==> src/rtl/alu_arbiter.sv <==
// alu_arbiter: shares one combinational ALU between two requesters,
// holding operands for a settle window and returning a tagged result.
//
// Ports:
//   clock, reset            rising-edge clock, synchronous active-high reset
//   req0/req1, ack0/ack1    request and combinational accept per requester
//   opA*/opB*/aluOp*/funct* operands and control per requester
//   aluInput1/2, aluOpOut,
//   functOut                registered drive to the ALU
//   aluResult, aluOverflow  combinational ALU outputs
//   result, overflow,
//   resultValid, resultId   captured result, one-cycle valid pulse, owner
//   busy                    high whenever an operation is in flight
//   ovfSticky, ovfClear     per-requester sticky overflow (ALU_ARB_OVF_STICKY_EN)
//
// Parameter WAIT_CYCLES: cycles the ALU inputs settle before capture
// (1..15, 0 is treated as 1).
// Optional macro ALU_ARB_OVF_STICKY_EN adds the sticky overflow ports.

module alu_arbiter #(
    parameter int WAIT_CYCLES = 1
) (
    input  logic        clock,
    input  logic        reset,
    input  logic        req0,
    input  logic        req1,
    output logic        ack0,
    output logic        ack1,
    input  logic [31:0] opA0,
    input  logic [31:0] opB0,
    input  logic [1:0]  aluOp0,
    input  logic [5:0]  funct0,
    input  logic [31:0] opA1,
    input  logic [31:0] opB1,
    input  logic [1:0]  aluOp1,
    input  logic [5:0]  funct1,
    output logic [31:0] aluInput1,
    output logic [31:0] aluInput2,
    output logic [1:0]  aluOpOut,
    output logic [5:0]  functOut,
    input  logic [31:0] aluResult,
    input  logic [1:0]  aluOverflow,
    output logic [31:0] result,
    output logic [1:0]  overflow,
    output logic        resultValid,
    output logic        resultId,
`ifdef ALU_ARB_OVF_STICKY_EN
    output logic [1:0]  ovfSticky,
    input  logic [1:0]  ovfClear,
`endif
    output logic        busy
);

    localparam int WEFF = (WAIT_CYCLES < 1)  ? 1  :
                          (WAIT_CYCLES > 15) ? 15 : WAIT_CYCLES;
    localparam logic [3:0] CNT_LOAD = 4'(WEFF - 1);

    typedef enum logic [1:0] {
        IDLE = 2'd0,
        EXEC = 2'd1,
        DONE = 2'd2
    } state_t;

    state_t     state;
    state_t     state_nxt;
    logic       prio;
    logic       owner;
    logic [3:0] cnt;

    // Grant decision; prio names the requester that wins a tie.
    always_comb begin
        state_nxt = state;
        ack0      = 1'b0;
        ack1      = 1'b0;
        unique case (state)
            IDLE: begin
                if (!reset) begin
                    if (req0 && (!req1 || !prio)) begin
                        ack0 = 1'b1;
                    end else if (req1) begin
                        ack1 = 1'b1;
                    end
                end
                if (ack0 || ack1) begin
                    state_nxt = EXEC;
                end
            end
            EXEC: begin
                if (cnt == 4'd0) begin
                    state_nxt = DONE;
                end
            end
            DONE: begin
                state_nxt = IDLE;
            end
            default: begin
                state_nxt = IDLE;
            end
        endcase
    end

    always_ff @(posedge clock) begin
        if (reset) begin
            state     <= IDLE;
            prio      <= 1'b0;
            owner     <= 1'b0;
            cnt       <= 4'd0;
            aluInput1 <= 32'd0;
            aluInput2 <= 32'd0;
            aluOpOut  <= 2'd0;
            functOut  <= 6'd0;
            result    <= 32'd0;
            overflow  <= 2'd0;
            resultId  <= 1'b0;
        end else begin
            state <= state_nxt;
            if (ack0) begin
                aluInput1 <= opA0;
                aluInput2 <= opB0;
                aluOpOut  <= aluOp0;
                functOut  <= funct0;
                owner     <= 1'b0;
                cnt       <= CNT_LOAD;
                prio      <= 1'b1;
            end else if (ack1) begin
                aluInput1 <= opA1;
                aluInput2 <= opB1;
                aluOpOut  <= aluOp1;
                functOut  <= funct1;
                owner     <= 1'b1;
                cnt       <= CNT_LOAD;
                prio      <= 1'b0;
            end
            if (state == EXEC) begin
                if (cnt == 4'd0) begin
                    result   <= aluResult;
                    overflow <= aluOverflow;
                    resultId <= owner;
                end else begin
                    cnt <= cnt - 4'd1;
                end
            end
        end
    end

    assign resultValid = (state == DONE);
    assign busy        = (state != IDLE);

`ifdef ALU_ARB_OVF_STICKY_EN
    // Set takes priority over clear so a fresh overflow is never lost.
    always_ff @(posedge clock) begin
        if (reset) begin
            ovfSticky <= 2'd0;
        end else begin
            for (int n = 0; n < 2; n++) begin
                if (state == DONE && resultId == n[0] && overflow != 2'd0) begin
                    ovfSticky[n] <= 1'b1;
                end else if (ovfClear[n]) begin
                    ovfSticky[n] <= 1'b0;
                end
            end
        end
    end
`endif

endmodule

==> config.mk <==
export PLATFORM = sky130hd
export DESIGN_NAME = alu_arbiter
export DESIGN_NICKNAME = d
export VERILOG_FILES = /design/src/rtl/alu_arbiter.sv
export SDC_FILE = /design/constraint.sdc
export NUM_CORES = 1
export LEC_CHECK = 0
export BUFFER_PORTS_ARGS = -buffer_cell sky130_fd_sc_hd__buf_2
export CAP_MARGIN = 20
export CORE_AREA = 2 2 131 133
export CTS_BUF_LIST = sky130_fd_sc_hd__clkbuf_8 sky130_fd_sc_hd__clkbuf_16
export DETAILED_ROUTE_END_ITERATION = 10
export DIE_AREA = 0 0 133 135
export SLEW_MARGIN = 20
export SYNTH_ARGS = -nofsm -noshare
export SYNTH_HDL_FRONTEND = slang
export SYNTH_SLANG_ARGS = --single-unit
==> constraint.sdc <==
create_clock -name clock -period 3.2 [get_ports clock]
set_input_delay 0.48 -clock clock [delete_from_list [all_inputs] [get_ports clock]]
set_output_delay 0.48 -clock clock [all_outputs]
set_load 0.01 [all_outputs]
==> flow_summary.yaml <==
placement:
  portBuffers: 292
  gp_congestion: 0.783
  place_hpwl_mm: 10.7
  placed_cell_area_um2: 6910
clock_network:
  cts-htree-levels: 4
  cts_tree: "done"
  cts.sinks: 115
  cts_resized: 0
  cts_root_buffer: "clkbuf_16"
  clk_latency_ns: 0.41
  cts_hold_buf: 0
  clk_path_buf_depth: 2
  post_cts_buffers: 0
  cts.clk_slew.worst_paths_ns: 0.06
  cts_buffers: 17
logic_synthesis:
  syn_nets: 786
  syn_area_per_cell_um2: 8.94
  synth.area.top_cells: "dfxtp_1, a211oi_2, a21oi_2, nand2_1, nor2_1"
  netlist_area_um2: 5390
  netlist.area_leader.share_pct: 42.7
  synth_top_area_cell: "dfxtp_1"
  ys_types: 32
  synth-async-reset-ratio_pct: 0
  synthFlopType: "dfxtp_1"
  ys_seq_area_share_pct: 42.7
  synth-seq-cells: 115
  synth_cells: 603
  synth-edff-count: 0
  ys_warn_count: 0
drt:
  wl_per_cell_um: 14.6
  drtIter0Drc: 182
  vias: 5214
  dr.pass1.iters: 4
  routed_wl_mm: 16.1
  ant_nets: 0
  drc_errors: 0
  vias_per_cell: 4.71
die:
  rows: 47
  ios: 293
  die_y_um: 135
  core_area_um2: 16400
  dieArea_um2: 18000
  start_util_pct: 32.8
  dieWidth_um: 133
global_routing:
  grt_overflow: 0
  grt_max_degree: 78
  antenna_found_initial: 0
  grtUsageTotal_pct: 17.7
  grt_pass1_vias: 5069
  grt_pass1_wl_mm: 25.4
sta:
  hold_viol: 0
  slew_violations: 0
  setup_viol: 0
  min_period_ns: 2.25
  maxSlewHeadroom_pct: 41.6
  whs_ns: 0.302
  clock.fmax_mhz: 444
  fin_skew_ns: 0.00983
  period_share_pct: 70.3
  fin_setup_tns_ns: 0
  rsz0062_at_grt: "no"
  worst_pin_slew_ns: 0.876
setup_path:
  crit_slowest_cell: "inv_6"
  cp.arrival_ns: 1.77
  critical-path-max-stage-delay_ns: 0.41
  cp-start-kind: "flop"
  endpoint_kind: "output port"
  worstPathMaxFanout: 42
  worstPathCellList: "nor3b_2, nand2_2, inv_6, buf_2"
  critical_path_buf_inv_count: 2
  crit_required_ns: 2.72
  crit_type: "reg -> out"
  path_delay_family: "buffers and inverters"
cells_and_area:
  multi_input_area_um2: 2750
  areaGrowthSynthToFinish_pct: 39.2
  nNetsFinal: 1057
  fill_cells: 1664
  n_antenna_cell: 0
  seq_area_um2: 2300
  fin_area_um2: 7500
  drive_gt1_share_pct: 54.0
  fin_util_pct: 45.7
power_and_ir_drop:
  pwr_density_cell_nw_per_um2: 607
  power_leakage_nw: 3.46
  irDropWorstVdd_mv: 0.382
min_path:
  worst_hold_path_type: "in -> reg"
run:
  cap_violations: 0
outcome:
  status: "complete, no violations"
## placed cells by master, fill, tap and decap left out, types with 2 or more instances in the layout
cell | Yosys | final
nand2_1 | 148 | 148
nor2b_1 | 2 | 2
clkinv_4 | 0 | 3
or3_1 | 2 | 2
buf_2 | 22 | 291
clkbuf_16 | 0 | 17
clkinvlp_4 | 0 | 4
inv_6 | 1 | 4
nand3_1 | 4 | 4
nand2b_1 | 4 | 4
a211oi_1 | 3 | 3
buf_4 | 9 | 9
a211oi_2 | 69 | 69
nor2_1 | 75 | 75
bufinv_16 | 0 | 2
a21oi_1 | 44 | 44
inv_1 | 3 | 3
buf_12 | 0 | 2
a21oi_2 | 69 | 69
dfxtp_1 | 115 | 115
clkinv_2 | 0 | 2
## Yosys cell counts (all sizes together) (2+ instances only)
master	count
a211oi	72
dfxtp	115
buf	39
inv	4
a21oi	113
nor2	76
nor2b	2
nor3	2
nand3	4
or3	2
nand2b	4
clkbuf	11
o21ai	2
nor3b	2
nand2	149
## worst paths after layout
path,startpoint,endpoint,slack (ns),depth (start not counted)
worst max-delay path,state[1],ack0,0.95,4
worst min-delay path,aluResult[5],result[5],0.30,3
worst max register to register,state[1],aluInput1[24],1.34,6
worst min register to register,result[9],result[9],0.45,2
## kinds of logic after synthesis
kind of cell / count (synthesis) / share of synthesized area (%)
simple gates: 243 / 18.2
compound gates: 189 / 32.2
flops: 115 / 42.7
buf+inv: 54 / 6.45
mux: 1 / 0.186
fa+ha+maj: 1 / 0.232
## worst min-delay path, cell delays in order
cell and delay (ns):
buf_2 0.10, nand2_1 0.04, a21oi_1 0.05
## cell type report
cell class | count | area share, %
inverter | 4 | 0.267
sequential | 115 | 30.7
timing repair buffer | 302 | 20.9
multi-input combinational | 434 | 36.6
tap | 220 | 3.67
clock buffer | 18 | 5.85
clock inverter | 14 | 2.04
## layer usage
layer	routed length [um]	global-route usage [%]	vias to the layer above
met3	1330	6.34	21
met4	275	6.21	0
li1	-	-	2605
met1	6870	20.7	2404
met5	0	0	-
met2	7680	30.0	184
## per-stage QoR
step / cells / worst slack [ns] / total power, mW
6_report: 1107 / 0.949 / 4.55
4_1_cts: 1107 / 0.914 / 4.62
5_1_grt: 1107 / 0.834 / 4.77
3_5_place_dp: 1075 / 1.07 / 2.69
3_3_place_gp: 1075 / 1.10 / 2.68
2_1_floorplan: 603 / 1.38 / 2.34
## power breakdown
group | switching (mW) | total [mW] | internal [mW]
clock | 0.730 | 1.90 | 1.17
sequential | 0.0716 | 1.65 | 1.58
combinational | 0.586 | 0.994 | 0.408
total | 1.39 | 4.55 | 3.16
## state kept, by name, indices dropped and copies added (netlist names)
register / flops
aluInput2: 32
aluInput1: 32
functOut: 6
resultId: 1
prio: 1
result: 32
overflow: 2
state: 2
aluOpOut: 2
owner: 1
cnt: 4
No activity file was read; power rests on OpenSTA's default activity.
